File: src/rtl/mips_pkg.sv
// Shared definitions for the data-memory path of the core.
//   dmem_state_t     : controller states (IDLE, REQ, DONE, ERR)
//   WORD_ALIGN_MASK  : byte-offset bits that must be zero for a word access
//   DATA_W_DEFAULT   : default data/address width
package mips_pkg;

  localparam int DATA_W_DEFAULT = 32;

  localparam logic [1:0] WORD_ALIGN_MASK = 2'b11;

  typedef enum logic [1:0] {
    IDLE = 2'd0,
    REQ  = 2'd1,
    DONE = 2'd2,
    ERR  = 2'd3
  } dmem_state_t;

endpackage

File: src/rtl/dmem_timeout_cnt.sv
// Bus-wait counter for the data-memory controller.
// Ports:
//   clk, rst : clock, synchronous active-high reset (clears the count)
//   clr      : clear the count (start of a new bus request)
//   en       : count one waited cycle
//   expired  : count has reached TIMEOUT-1, i.e. this is the last allowed wait cycle
module dmem_timeout_cnt #(
  parameter int TIMEOUT = 255
) (
  input  logic clk,
  input  logic rst,
  input  logic clr,
  input  logic en,
  output logic expired
);

  // One extra count of headroom: the counter may step to TIMEOUT on the
  // cycle an ack lands together with expiry, and must not wrap.
  localparam int                CNT_W = $clog2(TIMEOUT + 1);
  localparam logic [CNT_W-1:0]  LAST  = CNT_W'(TIMEOUT - 1);

  logic [CNT_W-1:0] cnt;

  always_ff @(posedge clk) begin
    if (rst || clr) begin
      cnt <= '0;
    end else if (en) begin
      cnt <= cnt + CNT_W'(1);
    end
  end

  assign expired = (cnt == LAST);

endmodule

File: src/rtl/dmem_ctrl.sv
// Data-memory controller: turns a load/store from the control unit into a
// single request/acknowledge transaction on a variable-latency memory bus,
// stalling the core until the access completes, times out or is rejected.
// Ports:
//   clk, rst              : clock, synchronous active-high reset
//   mem_read, mem_write   : load / store request (store wins if both)
//   addr, wdata           : ALU byte address, store data (rt)
//   rdata                 : load data to the write-back mux
//   stall                 : combinational pipeline freeze
//   bus_err               : one-cycle pulse on timeout or misaligned address
//   bus_req/we/addr/wdata : memory bus request side (registered)
//   bus_ack, bus_rdata    : memory bus response side
module dmem_ctrl
  import mips_pkg::*;
#(
  parameter int DATA_W  = DATA_W_DEFAULT,
  parameter int TIMEOUT = 255
) (
  input  logic              clk,
  input  logic              rst,
  input  logic              mem_read,
  input  logic              mem_write,
  input  logic [DATA_W-1:0] addr,
  input  logic [DATA_W-1:0] wdata,
  output logic [DATA_W-1:0] rdata,
  output logic              stall,
  output logic              bus_err,
  output logic              bus_req,
  output logic              bus_we,
  output logic [DATA_W-1:0] bus_addr,
  output logic [DATA_W-1:0] bus_wdata,
  input  logic              bus_ack,
  input  logic [DATA_W-1:0] bus_rdata
);

  dmem_state_t state, state_nxt;

  logic req_any;
  logic load_req;
  logic misaligned;
  logic accept;
  logic expired;
  logic err_on_load;

  assign req_any    = mem_read | mem_write;
  assign load_req   = mem_read & ~mem_write;
  assign misaligned = |(addr[1:0] & WORD_ALIGN_MASK);
  assign accept     = (state == IDLE) && req_any && !misaligned;

  // Entering ERR on behalf of a load: either a misaligned load from IDLE or
  // a read that ran out of wait cycles.
  assign err_on_load = (state_nxt == ERR) &&
                       (((state == IDLE) && load_req) ||
                        ((state == REQ) && !bus_we));

  dmem_timeout_cnt #(
    .TIMEOUT (TIMEOUT)
  ) u_timeout_cnt (
    .clk     (clk),
    .rst     (rst),
    .clr     (accept),
    .en      (state == REQ),
    .expired (expired)
  );

  // Next state and the stall output. DONE/ERR deliberately ignore the request
  // inputs: they still belong to the instruction that is retiring.
  always_comb begin
    state_nxt = state;
    stall     = 1'b0;
    case (state)
      IDLE: begin
        if (req_any) begin
          stall     = 1'b1;
          state_nxt = misaligned ? ERR : REQ;
        end
      end
      REQ: begin
        stall = 1'b1;
        if (bus_ack) begin
          state_nxt = DONE;
        end else if (expired) begin
          state_nxt = ERR;
        end
      end
      DONE:    state_nxt = IDLE;
      ERR:     state_nxt = IDLE;
      default: state_nxt = IDLE;
    endcase
    if (rst) begin
      stall = 1'b0;
    end
  end

  // bus_req / bus_err are registered from the next state so they line up
  // exactly with the REQ and ERR cycles.
  always_ff @(posedge clk) begin
    if (rst) begin
      state     <= IDLE;
      bus_req   <= 1'b0;
      bus_err   <= 1'b0;
      bus_we    <= 1'b0;
      bus_addr  <= '0;
      bus_wdata <= '0;
      rdata     <= '0;
    end else begin
      state   <= state_nxt;
      bus_req <= (state_nxt == REQ);
      bus_err <= (state_nxt == ERR);
      if (accept) begin
        bus_we    <= mem_write;
        bus_addr  <= {addr[DATA_W-1:2], 2'b00};
        bus_wdata <= wdata;
      end
      if ((state == REQ) && bus_ack && !bus_we) begin
        rdata <= bus_rdata;
      end
      if (err_on_load) begin
        rdata <= '0;
      end
    end
  end

endmodule

File: config.mk
export PLATFORM = sky130hd
export DESIGN_NAME = dmem_ctrl
export DESIGN_NICKNAME = d
export VERILOG_FILES = /design/src/rtl/mips_pkg.sv /design/src/rtl/dmem_timeout_cnt.sv /design/src/rtl/dmem_ctrl.sv
export SDC_FILE = /design/constraint.sdc
export NUM_CORES = 1
export LEC_CHECK = 0
export ABC_AREA = 1
export CORE_MARGIN = 2
export CORE_UTILIZATION = 37
export DETAILED_ROUTE_END_ITERATION = 10
export PLACE_DENSITY = 0.81
export SLEW_MARGIN = 20
export SYNTH_ARGS = -nofsm -noshare
export SYNTH_HDL_FRONTEND = slang
export SYNTH_SLANG_ARGS = --single-unit
File: constraint.sdc
create_clock -name clk -period 1.4 [get_ports clk]
set_input_delay 0.28 -clock clk [delete_from_list [all_inputs] [get_ports clk]]
set_output_delay 0.28 -clock clk [all_outputs]
set_load 0.03 [all_outputs]
# ---- Word-level counts from Yosys, hierarchy flattened
# Index checks and enable logic that the tools add are counted.
# W data, S select, Z words.
dict set report op_classes {
  muxes 8
  bitwise 3
  n_reduce_logical 15
  multipliers 0
  n_shift 0
  add_sub_neg 1
  n_lt_le_gt_ge 0
  eq_ne 6
  n_div 0
}
# operator n
set ops {}
lappend ops {{$add A8 B1 Y8 const B} 1}
lappend ops {{$eq A8 B8 Y1 const B} 1}
lappend ops {{$mux W2} 4}
lappend ops {{$logic_and A1 B1 Y1} 7}
lappend ops {{$eq A2 B2 Y1 const B} 3}
lappend ops {{$pmux W2 S3} 1}
lappend ops {{$reduce_or A2 Y1} 3}
lappend ops {{$eq A2 B1 Y1 const B} 2}
lappend ops {{$logic_not A1 Y1} 2}
lappend ops {{$logic_not A2 Y1} 1}
lappend ops {{$logic_or A1 B1 Y1} 2}
lappend ops {{$mux W1} 2}
lappend ops {{$pmux W1 S2} 1}
lappend ops {{$and A1 B1 Y1} 1}
lappend ops {{$not A1 Y1} 1}
lappend ops {{$or A1 B1 Y1} 1}
dict set report word_totals {
  in_bits 101
  ramBits 0
  latchBits 0
  elab_cells 41
  output_inout_bits 100
  register_bits 107
  mem_count 0
  mem_bits_ro 0
}

# ---- Longest topological paths before layout
# Gate-level depths: netlist of the first run.
dict set report logic_depth {
  word_depth 7
  depth_mapped 12
}

# ---- Cells and area by module
# From an unflattened synthesis of the first run, not the netlist that was laid out.
dict set report hier_totals {
  hier_cells 567
  hier_area_um2 4166.5
}
# mod instances cells_each area_each_um2 seq_area_each_um2
set by_module_without_submodules {}
lappend by_module_without_submodules {dmem_ctrl 1 513 3783.6 1981.9}
lappend by_module_without_submodules {dmem_timeout_cnt 1 54 382.9 160.2}

# ---- Worst setup path before layout of the first run
# OpenSTA, ideal clock, no wires.
dict set report synth_path {
  path_type {input to output}
  from {in rst}
  to {out stall}
  t_arrival_ns 1.158
  stages 3
  setup_slack_ns -0.038
  n_path_buf 2
  required_time_ns 1.120
  cell_sequence {clkbuf_1 clkbuf_1 a21oi_1}
}
dict set report synth_between {
  elab_chain_len 1
}
# element line
set synth_rtl {}
lappend synth_rtl {{from (decl)} dmem_ctrl.sv:20} ;# input logic rst,
lappend synth_rtl {{$mux W1} dmem_ctrl.sv:90} ;# if (rst) begin
lappend synth_rtl {{to (decl)} dmem_ctrl.sv:26} ;# output logic stall,
# Every way passes these cells.

# ---- Worst setup path in the final report of the first run
dict set report layout_path {
  from {reg state[0]}
  to {reg rdata[28]}
}
dict set report layout_between {
  elab_chain_len 6
  elab_cells_between_ends 17
  classes_between {4 x eq/ne; 4 x mux; 9 x reduce/logical}
}
# element line
set layout_rtl {}
lappend layout_rtl {{from (decl)} dmem_ctrl.sv:36} ;# dmem_state_t state, state_nxt;
lappend layout_rtl {{from (signal assigned)} dmem_ctrl.sv:107} ;# state <= state_nxt;
lappend layout_rtl {{$eq A2 B2 Y1 or $mux W2 (tied branches)} {dmem_ctrl.sv:71, dmem_ctrl.sv:82}}
lappend layout_rtl {{$reduce_or A2 Y1 (no line) or $mux W2 (tied branches)} --}
lappend layout_rtl {{$pmux W2 S3} dmem_ctrl.sv:71} ;# case (state)
lappend layout_rtl {{$eq A2 B2 Y1} dmem_ctrl.sv:52} ;# assign err_on_load = (state_nxt == ERR) &&
lappend layout_rtl {{$logic_and A1 B1 Y1} dmem_ctrl.sv:52}
lappend layout_rtl {{$reduce_or A2 Y1 (no line)} --}
lappend layout_rtl {{to (signal assigned)} dmem_ctrl.sv:116} ;# rdata <= bus_rdata;
lappend layout_rtl {{to (decl)} dmem_ctrl.sv:25} ;# output logic [DATA_W-1:0] rdata,
# Several ways; a longest one is shown, not always the timed one.
# A chain may end at the register's enable or synchronous reset.

==> flow_summary.toml, run 1 <==
[timing]
finClkSkew_ns = 0.00584
fin_crit_sh_pct = 110
hold_viol_final = 0
maxSlewViolCount = 0
setup_viol = 35
setup_ws_ns = -0.138
min_period_ns = 1.54
rsz0062_at_grt = "true"
max_freq_ghz = 0.650

[synth]
syn_area_mm2 = 0.00433
synth_warnings = 0
ys_seq_elements = 107
syn_avg_cell_area_um2 = 7.55
ys_seq_area_share_pct = 49.5
syn_inst = 573
synth_ff_type = "dfxtp_1"
synth_async_sr_flop_share_pct = 0
ys_types = 29
synth_edf_count = 0

[setup_path]
slowest_delay_ns = 0.36
crit_top_cell = "buf_6"
worstSetupPathType = "reg -> reg"
reg2reg_slack_ns = -0.14
worstPathRequired_ns = 1.63
path_cells = "buf_6, buf_6, inv_4, nor2_4, buf_6, nand2_2, nand2_2, nand2_4, nand2_8, clkbuf_16, nor2_1"
cp.arrival_ns = 1.77
cp-end-kind = "flip-flop"
critPathSlowestCell = "dfxtp_2"
path_max_fanout = 6
start_kind = "flip-flop"

[grt]
grt_overflow_total = 0
grtUsageTotal_pct = 18.9
grt_antenna_before_repair = 0
met2_usage_pct = 31.4
grt_max_degree = 63
grt_first_pass_wirelength_um = 19600
grt_pass1_vias = 4147
grt_util_met1_pct = 23.3
busiest_layer = "met2"
grt_use_met3_pct = 7.18

[outcome]
violations = "setup timing"
status = "complete, but fails checks"

[routing]
viasPerCell = 4.67
drt-pass1-iter-count = 4
drtIter0Drc = 189
ant_nets = 0
drc = 0
vias = 4403
drt-total-wl_um = 12900
wl_per_cell_um = 13.7

[hold_path]
min-delay-path-class = "in -> reg"

[floorplanning]
core_mm2 = 0.0114
start_util_pct = 37.9
die_w_um = 112
fp-row-count = 39
die_height_um = 112
ioPinCount = 201
dieArea_mm2 = 0.0126

[power]
leakagePower_nw = 3.14
power.density_mw_per_mm2 = 1050
ir_drop_uv = 598

[clock_network]
clock-sinks = 107
clk_pin_slew_worst_paths_ns = 0.07
insertion_delay_ns = 0.33
ctsLongestPathBuffers = 2
cts_root_buf = "clkbuf_16"
cts_hold_repair.buffers = 0
cts_tree = "built"
cts_buffers = 9
cts_max_level = 3

[place]
place_hpwl_um = 8200
dpl_worst_slack_ns = -0.372
dpl.cell_count = 909
io_buffers = 198
gp_congestion = 0.792

[cells_and_area]
antennaDiodeCount = 0
drive_gt1_share_pct = 17.3
fill_cells = 1004
nets = 897
fin_util_pct = 64.3
fin_cells = 942
syn2layout_area_growth_pct = 69.8

[job]
cap_violations = 0
-- worst max-delay path, delay by kind of cell, from the launching register on --
family        cells  cell delay (ns)
simple gates      6             0.53
flops             1             0.36
buf+inv           5             0.55
-- final cells by class --
class | count | area [µm²] | area share (%)
tap | 143 | 179 | 2.44
multi-input combinational | 350 | 1840 | 25.1
clock inverter | 4 | 50.0 | 0.681
clock buffer | 12 | 246 | 3.36
sequential | 107 | 2150 | 29.2
timing repair buffer | 246 | 2570 | 35.0
inverter | 80 | 310 | 4.22
-- cell usage after synthesis (2+ instances only) --
library cell,n,area (µm²)
buf_6,9,101
buf_2,12,60.1
nand2_4,2,22.5
buf_4,2,15.0
nor3_1,2,10.0
ha_1,2,25.0
o21ai_2,2,17.5
inv_1,78,293
a21oi_1,70,350
nor2_2,11,68.8
o21ai_0,2,10.0
clkbuf_1,14,52.6
dfxtp_1,107,2140
nand2_1,114,428
nor2_1,31,116
nor3b_1,2,15.0
o21ai_1,33,165
nand3_1,66,330
nand2_2,4,25.0
-- metrics by stage --
stage                     area [µm²]  power (mW)  hold slack (ns)  TNS [ns]
final                           7350        7.70            0.221     -3.37
after global routing            7350        8.06            0.212     -5.57
after CTS                       7000        7.53            0.198    -0.259
after detailed placement        6630        4.97            0.450    -32.46
after global placement          6630        4.96            0.446    -28.72
after floorplan                 4330        4.14            0.444         0
-- report_power, final --
part           switching (mW)  internal, mW  leakage, nW  total [mW]
Combinational           0.982         0.934         2.13        1.92
Clock                    1.10          1.44        0.139        2.53
Sequential             0.0710          3.18        0.870        3.25
-- worst paths after layout --
check | startpoint | to | depth (start not counted)
worst max-delay path | state[0] | rdata[28] | 11
worst max register to register | state[0] | rdata[28] | 11
worst min register to register | bus_wdata[16] | bus_wdata[16] | 2
worst min-delay path | rst | state[1] | 2
-- kinds of logic (layout without fill, tap and decap cells) --
kind of cell    Yosys count  count (layout)  share of synthesized area [%]
compound gates          108             108                           12.7
xor+xnor                  1               1                          0.203
fa+ha+maj                 2               2                          0.578
buf+inv                 117             342                           12.3
flops                   107             107                           49.5
other cells               1               2                         0.0867
simple gates            237             237                           24.6
-- repair_timing --
item                       4_1_cts  5_1_grt
gates cloned                     2        7
setup endpoints to repair      115      120
setup buffers                    6        3
gates resized for setup        126       84
pin swaps                        4       25
-- cell usage in the layout, fill, tap and decap left out, drive strengths merged, types with 2 or more instances in the layout --
master	count
nand2	120
dfxtp	107
clkdlybuf4s50	97
inv	80
a21oi	70
nand3	67
dlygate4sd2	61
buf	45
nor2	43
o21ai	37
clkdlybuf4s15	30
clkbuf	25
nor3	2
nor3b	2
ha	2
conb	2
clkinvlp	2
-- flip-flops by register name, summed over array words and instances (netlist names) --
name               cells
bus_addr              30
rdata                 32
state                  2
bus_req                1
u_timeout_cnt.cnt      8
bus_wdata             32
bus_err                1
bus_we                 1
-- layer usage --
metal	wire (µm)	vias to the layer above	share of wire, %
met1	5580	1976	43
met2	6010	178	47
met5	0	-	0
met3	1160	7	9.0
met4	119	0	0.92
li1	-	2242	-
(Power assumes the default switching activity.)
==> run 2: changes to the inputs <==
- GPL_TIMING_DRIVEN: not set -> 1
==> results of run 2 <==
No change in the layout: final DEF, timing and power equal those of run 1.
